--- config.mk ---
export PLATFORM = sky130hd
export DESIGN_NAME = light_phase_timer_flat
export DESIGN_NICKNAME = d
export VERILOG_FILES = /design/src/rtl/light_phase_timer_pkg.sv /design/src/rtl/light_phase_timer_if.sv /design/src/rtl/light_phase_timer_tick_prescaler.sv /design/src/rtl/light_phase_timer.sv /design/src/flat_wrapper.sv
export SDC_FILE = /design/constraint.sdc
export NUM_CORES = 1
export LEC_CHECK = 0
export BUFFER_PORTS_ARGS = -buffer_cell sky130_fd_sc_hd__buf_2
export CAP_MARGIN = 20
export CELL_PAD_IN_SITES_DETAIL_PLACEMENT = 1
export CELL_PAD_IN_SITES_GLOBAL_PLACEMENT = 1
export CORE_ASPECT_RATIO = 1.75
export CORE_MARGIN = 1.5
export CORE_UTILIZATION = 47
export DETAILED_ROUTE_END_ITERATION = 8
export MAX_ROUTING_LAYER = met4
export PLACE_DENSITY = 0.95
export SETUP_SLACK_MARGIN = 0.02
export SLEW_MARGIN = 20
export SYNTH_ARGS = -nofsm -noshare
export SYNTH_HDL_FRONTEND = slang
export SYNTH_SLANG_ARGS = --single-unit
--- constraint.sdc ---
create_clock -name clk -period 11.04 [get_ports clk]
set_input_delay 2.208 -clock clk [delete_from_list [all_inputs] [get_ports clk]]
set_output_delay 2.208 -clock clk [all_outputs]
set_load 0.03 [all_outputs]
--- src/rtl/light_phase_timer_pkg.sv ---
// Shared phase encodings, default durations and the phase-to-duration lookup.
package light_timer_pkg;

  // One-hot phase vector {fsm_g, fsm_y, fsm_r}
  localparam logic [2:0] PH_G = 3'b100;
  localparam logic [2:0] PH_Y = 3'b010;
  localparam logic [2:0] PH_R = 3'b001;

  localparam int unsigned DEF_TICK_DIV = 1;
  localparam int unsigned DEF_G_TICKS  = 30;
  localparam int unsigned DEF_Y_TICKS  = 5;
  localparam int unsigned DEF_R_TICKS  = 2;
  localparam int unsigned DEF_CNT_W    = 8;
  localparam int unsigned DEF_DIV_W    = 8;

  // Duration in ticks for a phase vector; 0 when the vector is not one-hot
  function automatic int unsigned phase_dur(input logic [2:0] ph,
                                            input int unsigned g_ticks,
                                            input int unsigned y_ticks,
                                            input int unsigned r_ticks);
    int unsigned d;
    case (ph)
      PH_G:    d = g_ticks;
      PH_Y:    d = y_ticks;
      PH_R:    d = r_ticks;
      default: d = 0;
    endcase
    return d;
  endfunction

endpackage

--- src/rtl/light_phase_timer_if.sv ---
// Phase indicators and hold from the traffic FSM side, timing results back to it.
interface light_phase_timer_if #(
  parameter int unsigned CNT_W = 8
);
  logic             fsm_g;
  logic             fsm_y;
  logic             fsm_r;
  logic             hold;
  logic             g_end;
  logic             y_end;
  logic             r_end;
  logic [CNT_W-1:0] remain;
  logic             phase_err;

  // FSM side: drives phase indicators and hold, consumes end pulses
  modport master (
    output fsm_g, fsm_y, fsm_r, hold,
    input  g_end, y_end, r_end, remain, phase_err
  );

  // Timer side
  modport slave (
    input  fsm_g, fsm_y, fsm_r, hold,
    output g_end, y_end, r_end, remain, phase_err
  );
endinterface

--- src/rtl/light_phase_timer_tick_prescaler.sv ---
// Divides clk into timer ticks; clr restarts the division in the same cycle.
module tick_prescaler #(
  parameter int unsigned TICK_DIV = 1,
  parameter int unsigned DIV_W    = 8
) (
  input  logic clk,
  input  logic rst,
  input  logic clr,
  input  logic en,
  output logic tick
);

  logic [DIV_W-1:0] pre;
  logic [DIV_W-1:0] eff_pre;

  // Effective prescale count and tick for this cycle
  always_comb begin
    eff_pre = clr ? '0 : pre;
    tick    = en & (eff_pre == DIV_W'(TICK_DIV - 1));
  end

  // Advance while enabled, otherwise hold the effective value
  always_ff @(posedge clk or posedge rst) begin
    if (rst) begin
      pre <= '0;
    end else if (en) begin
      pre <= tick ? '0 : eff_pre + DIV_W'(1);
    end else begin
      pre <= eff_pre;
    end
  end

endmodule

--- src/rtl/light_phase_timer.sv ---
// Times each traffic-light phase and pulses the matching end signal when it elapses.
module light_phase_timer
  import light_timer_pkg::*;
#(
  parameter int unsigned TICK_DIV = DEF_TICK_DIV,
  parameter int unsigned G_TICKS  = DEF_G_TICKS,
  parameter int unsigned Y_TICKS  = DEF_Y_TICKS,
  parameter int unsigned R_TICKS  = DEF_R_TICKS,
  parameter int unsigned CNT_W    = DEF_CNT_W,
  parameter int unsigned DIV_W    = DEF_DIV_W
) (
  input logic               clk,
  input logic               rst,
  light_phase_timer_if.slave bus
);

  logic [2:0]       ph;
  logic [2:0]       prev_ph;
  logic             valid;
  logic             chg;
  logic             tick;
  logic             last;
  logic             pre_en;
  logic             pre_clr;
  logic [CNT_W-1:0] cnt;
  logic [CNT_W-1:0] eff_cnt;
  logic [CNT_W-1:0] dur;
  logic [CNT_W-1:0] remain_c;
  logic             phase_err;

  // Phase decode, change detect and end-of-phase detection
  always_comb begin
    ph       = {bus.fsm_g, bus.fsm_y, bus.fsm_r};
    valid    = $onehot(ph);
    chg      = (ph != prev_ph);
    eff_cnt  = chg ? '0 : cnt;
    dur      = CNT_W'(phase_dur(ph, G_TICKS, Y_TICKS, R_TICKS));
    pre_en   = valid & ~bus.hold;
    pre_clr  = chg | ~valid;
    last     = tick & (eff_cnt == dur - CNT_W'(1));
    remain_c = valid ? dur - eff_cnt : '0;
  end

  tick_prescaler #(
    .TICK_DIV (TICK_DIV),
    .DIV_W    (DIV_W)
  ) u_prescaler (
    .clk  (clk),
    .rst  (rst),
    .clr  (pre_clr),
    .en   (pre_en),
    .tick (tick)
  );

  // Phase history, tick count and error flag
  always_ff @(posedge clk or posedge rst) begin
    if (rst) begin
      prev_ph   <= 3'b000;
      cnt       <= '0;
      phase_err <= 1'b0;
    end else begin
      prev_ph   <= ph;
      phase_err <= ~valid;
      if (!valid) begin
        cnt <= '0;
      end else if (bus.hold) begin
        cnt <= eff_cnt;
      end else if (last) begin
        cnt <= '0;
      end else if (tick) begin
        cnt <= eff_cnt + CNT_W'(1);
      end else begin
        cnt <= eff_cnt;
      end
    end
  end

  // End pulses are suppressed while reset is asserted
  assign bus.g_end     = last & bus.fsm_g & ~rst;
  assign bus.y_end     = last & bus.fsm_y & ~rst;
  assign bus.r_end     = last & bus.fsm_r & ~rst;
  assign bus.remain    = remain_c;
  assign bus.phase_err = phase_err;

endmodule
--- src/flat_wrapper.sv ---
// flat-port wrapper written by rule: the top's interface ports become plain ports
module light_phase_timer_flat import light_timer_pkg::*;
#(
  parameter int unsigned TICK_DIV = DEF_TICK_DIV,
  parameter int unsigned G_TICKS  = DEF_G_TICKS,
  parameter int unsigned Y_TICKS  = DEF_Y_TICKS,
  parameter int unsigned R_TICKS  = DEF_R_TICKS,
  parameter int unsigned CNT_W    = DEF_CNT_W,
  parameter int unsigned DIV_W    = DEF_DIV_W
)
  (clk, rst, bus_fsm_g, bus_fsm_y, bus_fsm_r, bus_hold, bus_g_end, bus_y_end, bus_r_end, bus_remain, bus_phase_err);
  light_phase_timer_if #(.CNT_W(CNT_W)) bus_i ();
  input logic clk;
  input logic rst;
  input wire logic [$bits(bus_i.fsm_g)-1:0] bus_fsm_g;
  input wire logic [$bits(bus_i.fsm_y)-1:0] bus_fsm_y;
  input wire logic [$bits(bus_i.fsm_r)-1:0] bus_fsm_r;
  input wire logic [$bits(bus_i.hold)-1:0] bus_hold;
  output wire logic [$bits(bus_i.g_end)-1:0] bus_g_end;
  output wire logic [$bits(bus_i.y_end)-1:0] bus_y_end;
  output wire logic [$bits(bus_i.r_end)-1:0] bus_r_end;
  output wire logic [$bits(bus_i.remain)-1:0] bus_remain;
  output wire logic [$bits(bus_i.phase_err)-1:0] bus_phase_err;
  assign bus_i.fsm_g = bus_fsm_g;
  assign bus_i.fsm_y = bus_fsm_y;
  assign bus_i.fsm_r = bus_fsm_r;
  assign bus_i.hold = bus_hold;
  assign bus_g_end = bus_i.g_end;
  assign bus_y_end = bus_i.y_end;
  assign bus_r_end = bus_i.r_end;
  assign bus_remain = bus_i.remain;
  assign bus_phase_err = bus_i.phase_err;
  light_phase_timer #(.TICK_DIV(TICK_DIV), .G_TICKS(G_TICKS), .Y_TICKS(Y_TICKS), .R_TICKS(R_TICKS), .CNT_W(CNT_W), .DIV_W(DIV_W)) u_core (.clk(clk), .rst(rst), .bus(bus_i));
endmodule
==> impl_metrics.toml, run 1 <==
[synth]
synth-seq-cells = 20
synth_area_leaders = "dfrtp_1 29%, ha_1 6.6%, nand2_1 4.2%"
synth.top_cells.by_count = "20 x dfrtp_1, 19 x nand2_1, 15 x nor2_1, 12 x nand3_1, 12 x o21ai_0"
synth_top_area_share_pct = 29.5
synthCells = 207
synth_warnings = 0
synth.most_common_cell = "dfrtp_1"
async_reset_ff_share_pct = 100
synth.distinct_cells = 47
synth_area_um2 = 1700
yosysSeqAreaShare_pct = 29.5
synth.largest_area_cell = "dfrtp_1"
syn_avg_cell_area_um2 = 8.21
synth_nets = 224
synth_edf_count = 0
synth_flop_cell = "dfrtp_1"

[global_route]
overflow = 0
grt_max_degree = 24
antenna_found_initial = 0
track_usage_pct = 27.1
grt_pass1_wl_um = 8110
grt_pass1_vias = 1721

[clock_network]
clock_latency_ns = 0.27
cts-root-buf = "clkbuf_8"
path_clk_slew_ns = 0.07
cts_tree = "done"
cts_inserted_buffers = 3
cts.sinks = 20
post_cts_buffers = 0
hold_buffers = 0
cts_resized = 0
htree_levels = 1
clock_path_buffers = 2

[worst_setup_path]
ff2ff_setup_slack_ns = 7.87
crit_family = "simple AND/OR/NAND/NOR gates"
path_cells = "buf_2, fa_1, nor2b_1, inv_1, nor2_1, nand2_1, ha_1, and3_1, o21a_1, and4_1, buf_2"
required_ns = 8.83
worstPathArrival_ns = 5.81
r2r-start = "u_core.prev_ph[1]"
worstPathMaxFanout = 17
cp_common_cell = "buf_2"
crit_type = "input pin to primary output"
reg2reg_depth = 9
crit_slowest_cell = "nor2b_1"
crit_buf_inv = 3
critical_path.max_stage_delay_ns = 0.66
critPathLaunchType = "input pin"
worstReg2RegEnd = "u_core.cnt[3]"
crit_path_end_kind = "primary output"

[routing]
wl_met3_um = 55
top_layer = "met4"
num_vias = 1613
drt-pass1-iter-count = 4
detail_route.iter0.violations = 47
routedWlPerCell_um = 17.6
wl_met2_um = 2540
via_per_inst = 6.18
drc = 0
antenna_left = 0
wl_um = 4600
wl_met1_um = 1870

[floorplan]
die_y_um = 82.5
die_area_um2 = 4000
die_w_um = 48.5
initial_core_util_pct = 49.5
num_rows = 28
core_um2 = 3430
boundaryPins = 18

[worst_hold_path]
worstHoldStart = "u_core.u_prescaler.pre[6]"
min_to = "u_core.u_prescaler.pre[6]"
hold-path-cell-count = 2
min_path_type = "flip-flop to flip-flop"

[pwr]
p_int_mw = 0.119
comb_power_share_pct = 23.4
p_sw_mw = 0.0553
power_density_nw_per_um2 = 95.0
ir_drop_mv = 0.0909
clkPwrFrac_pct = 33.1
p_leak_nw = 0.797
swShare_pct = 31.7
seqPwrFrac_pct = 43.5

[place]
gp_congestion = 0.856
place_hpwl_um = 3480
port_buffers = 17
place_ws_ns = 3.22

[sta]
max_freq_mhz = 125
maxSlewViolCount = 0
hold_viol_final = 0
worstMarginPinSlew_ns = 0.844
rsz0062_at_grt = "false"
clock_skew_ns = 0.00315
timing.slew.headroom_pct = 43.6
hold_slack_ns = 0.579
setup_ws_ns = 3.02
setup_violations = 0
fin_crit_sh_pct = 72.6
min_period_ns = 8.02
fin_tns_setup_ns = 0

[cells_and_area]
synthToLayoutAreaGrowth_pct = 7.95
antenna_cells = 0
register_area_um2 = 500
drive_gt1_share_pct = 11.1
multi_input_area_um2 = 1100
nFillCells = 451
nets = 234

[outcome]
outcome = "complete, no violations"

[run]
maxCapViolCount = 0
-- worst max-delay path by stage --
| stage | slack (ns) | depth (start not counted) | from | endpoint |
|---|---|---|---|---|
| CTS | 3.09 | 11 | bus_fsm_r | bus_y_end |
| detailed placement | 3.22 | 11 | bus_fsm_r | bus_y_end |
| global route | 2.76 | 11 | bus_fsm_r | bus_r_end |
| floorplan | 3.76 | 15 | bus_fsm_y | bus_remain[6] |
| global placement | 3.40 | 11 | bus_fsm_r | bus_r_end |
| finish | 3.02 | 11 | bus_fsm_r | bus_y_end |
-- power by group through the flow --
stage	logic, mW	registers [mW]	clock network [mW]
after floorplan	0.0305	0.0777	0
after global placement	0.0391	0.0770	0
after detailed placement	0.0404	0.0772	0
after CTS	0.0409	0.0757	0.0592
after global routing	0.0452	0.0759	0.0618
final	0.0407	0.0757	0.0577
-- layout make-up --
class	count	area share, %
inverter	11	2.25
clock buffer	4	3.00
multi-input combinational	164	59.8
timing repair buffer	17	4.64
sequential	20	27.3
tap	45	3.07
-- through the flow --
| stage | instances | total power, mW | utilization [%] | instance area [um2] |
|---|---|---|---|---|
| 3_5_place_dp | 257 | 0.118 | 51.8 | 1780 |
| 6_report | 261 | 0.174 | 53.4 | 1830 |
| 2_1_floorplan | 207 | 0.108 | - | 1700 |
| 4_1_cts | 261 | 0.176 | 53.4 | 1830 |
| 5_1_grt | 261 | 0.183 | 53.4 | 1830 |
| 3_3_place_gp | 257 | 0.116 | 51.8 | 1780 |
-- routing by layer --
metal / up-vias / GRT usage (%)
li1: 770 / -
met1: 812 / 27.7
met2: 21 / 52.2
met3: 10 / 2.52
met4: 0 / 12.6
met5: - / -
-- layout by cell type (no fill, tap or decap), types with 8 or more instances in the layout --
master   instances
dfrtp_1         20
nand2_1         19
buf_2           17
nor2_1          15
nand3_1         12
o21ai_0         12
inv_1           11
ha_1             9
nor3_1           8
-- sequential cells by signal (all words and copies together) (netlist names) --
| register | flops |
|---|---|
| u_core.bus.phase_err | 1 |
| u_core.u_prescaler.pre | 8 |
| u_core.cnt | 8 |
| u_core.prev_ph | 3 |
-- worst register-to-register path, cell delays in order, from the launching register on --
cell and delay, ns:
dfrtp_1 0.41, xnor2_1 0.20, nand3_1 0.43, nor2_1 0.51, nand2_1 0.19, ha_1 0.24
and3_1 0.16, o21a_1 0.29, a311o_1 0.39, a211oi_1 0.24
-- kinds of logic after synthesis --
family | Yosys count | share of synthesized area (%)
simple gates | 94 | 30.6
compound gates | 44 | 17.2
buf+inv | 23 | 6.04
flops | 20 | 29.5
xor+xnor | 14 | 7.22
fa+ha+maj | 11 | 8.98
mux | 1 | 0.589
No activity file was read; power rests on OpenSTA's default activity.
==> run 2, diff against run 1 <==
- CORE_UTILIZATION: 47 -> 40
- PLACE_DENSITY: 0.95 -> 0.87
- clock period: 11.04 -> 6.9 ns (I/O delays scaled with it)
==> run 2 against run 1 <==
  * Final area is 1.1% higher
  * Sequential power rose by 60%
  * Register-to-register slack got worse by 3.8 ns
  * Critical path depth increased by 1
  * Sequential cell count unchanged
  * Utilization fell by 8.3 points
  * Worst hold slack worse by 0.0064 ns
  * First-iteration DRC count fell by 23%
  * Global-route usage down 4.6 points
  * Routed wire length is 1.0% lower
  * Clock skew rose by 0.0010 ns
  * Sequential share of layout area fell by 0.29 points
  * Critical path type unchanged
==> impl_metrics.toml, run 2 (synthesis results as in run 1) <==
[routing]
num_vias = 1599
antenna_left = 0
wl_met3_um = 52
wl_um = 4560
drc = 0
detail_route.iter0.violations = 36
wl_met2_um = 2670
via_per_inst = 5.99
top_layer = "met4"
routedWlPerCell_um = 17.1
drt-pass1-iter-count = 4
wl_met1_um = 1730

[outcome]
outcome = "complete, no violations"

[cells_and_area]
synthToLayoutAreaGrowth_pct = 9.13
layout_common_cells = "20 x dfrtp_1, 19 x nand2_1, 17 x buf_2"
drive_gt1_share_pct = 11.9
top_regs = "u_core.cnt x8, u_core.u_prescaler.pre x8, u_core.prev_ph x3"
nets = 236
instances_no_fill = 267
final_common_cell = "dfrtp_1"
antenna_cells = 0

[clock_network]
cts_resized = 0
cts-root-buf = "clkbuf_8"
post_cts_buffers = 0
cts_inserted_buffers = 3
hold_buffers = 0
path_clk_slew_ns = 0.07
clock_latency_ns = 0.26
clock_path_buffers = 2
cts.sinks = 20
htree_levels = 1
cts_tree = "done"

[global_route]
track_usage_pct = 22.4
grt_pass1_wl_um = 7750
grt_max_degree = 24
grt_pass1_vias = 1628
overflow = 0
antenna_found_initial = 0

[place]
dp.cells = 263
port_buffers = 17
place_hpwl_um = 3580
gp_congestion = 0.844

[floorplan]
core_um2 = 4110
die_w_um = 52.3
initial_core_util_pct = 41.3
die_area_um2 = 4660
die_y_um = 89.2
boundaryPins = 18
num_rows = 31

[worst_setup_path]
worstPathArrival_ns = 4.48
cp_common_cell = "buf_2"
crit_family = "compound AO/OA/AOI/OAI gates"
ff2ff_setup_slack_ns = 4.04
worstPathMaxFanout = 15
critical_path.max_stage_delay_ns = 0.53
path_cells = "buf_2, xnor2_1, and3_1, nand2_1, ha_1, nor2b_1, o21ai_0, a21boi_0, o21a_1, a2111oi_0, a211o_1, buf_2"
crit_path_end_kind = "primary output"
required_ns = 5.52
critPathLaunchType = "input pin"
crit_type = "input pin to primary output"
crit_buf_inv = 2
crit_slowest_cell = "and3_1"

[sta]
hold_viol_final = 0
fin_tns_setup_ns = 0
clock_skew_ns = 0.00419
worstMarginPinSlew_ns = 0.854
rsz0062_at_grt = "false"
fin_crit_sh_pct = 84.9
timing.slew.headroom_pct = 43.0
setup_violations = 0
min_period_ns = 5.86
maxSlewViolCount = 0
max_freq_mhz = 171

[pwr]
p_leak_nw = 0.806
power_density_nw_per_um2 = 149
ir_drop_mv = 0.127

[worst_hold_path]
min_path_type = "flip-flop to flip-flop"

[run]
maxCapViolCount = 0
[run 2: changes by cell type in the layout (fill, tap and decap cells not counted)]
cell   change
buf_4      +2
[run 2: worst paths after layout]
kind	endpoint	cells after the start	from
worst max-delay path	bus_remain[7]	12	bus_fsm_y
worst min-delay path	u_core.u_prescaler.pre[6]	2	u_core.u_prescaler.pre[6]
worst max register to register	u_core.cnt[3]	10	u_core.prev_ph[1]
worst min register to register	u_core.u_prescaler.pre[6]	2	u_core.u_prescaler.pre[6]
max in group asynchronous	u_core.cnt[6]	2	rst
min in group asynchronous	u_core.prev_ph[1]	2	rst
[run 2: layout make-up]
| class | instances | area (um2) |
|---|---|---|
| repair buffers | 19 | 100 |
| well taps | 49 | 61.3 |
| multi-input cells | 164 | 1100 |
| flip-flops and latches | 20 | 500 |
| fillers | 526 | 2260 |
| clock buffers | 4 | 55.1 |
| inverters | 11 | 41.3 |
[run 2: worst min-delay path, delay by kind of cell (launching register included)]
| kind | cells | cell delay (ns) |
|---|---|---|
| xor gates and xnor gates | 1 | 0.08 |
| and+or+nand+nor | 1 | 0.08 |
| DFF | 1 | 0.38 |
[run 2: power breakdown]
| group | internal (mW) | total [mW] | switching [mW] | leakage, nW |
|---|---|---|---|---|
| clock network | 0.0508 | 0.0885 | 0.0378 | 0.0288 |
| registers | 0.120 | 0.121 | 0.00136 | 0.268 |
| logic | 0.0210 | 0.0666 | 0.0456 | 0.510 |
| total | 0.191 | 0.276 | 0.0847 | 0.806 |
[run 2: per-layer routing]
layer	global-route usage, %	vias to the layer above
li1	-	772
met1	22.9	796
met2	43.6	20
met3	1.17	11
met4	8.16	0
met5	-	-
[run 2: through the flow]
step / power (mW) / util, % / setup WS (ns) / hold slack (ns) / area [um2]
finish: 0.276 / 45.1 / 1.04 / 0.572 / 1850
global route: 0.290 / 45.1 / 0.851 / 0.630 / 1850
CTS: 0.279 / 45.1 / 1.06 / 0.582 / 1850
detailed placement: 0.190 / 43.8 / 1.07 / 0.554 / 1800
global placement: 0.188 / 43.8 / 1.21 / 0.543 / 1800
floorplan: 0.173 / - / 1.27 / 0.520 / 1700
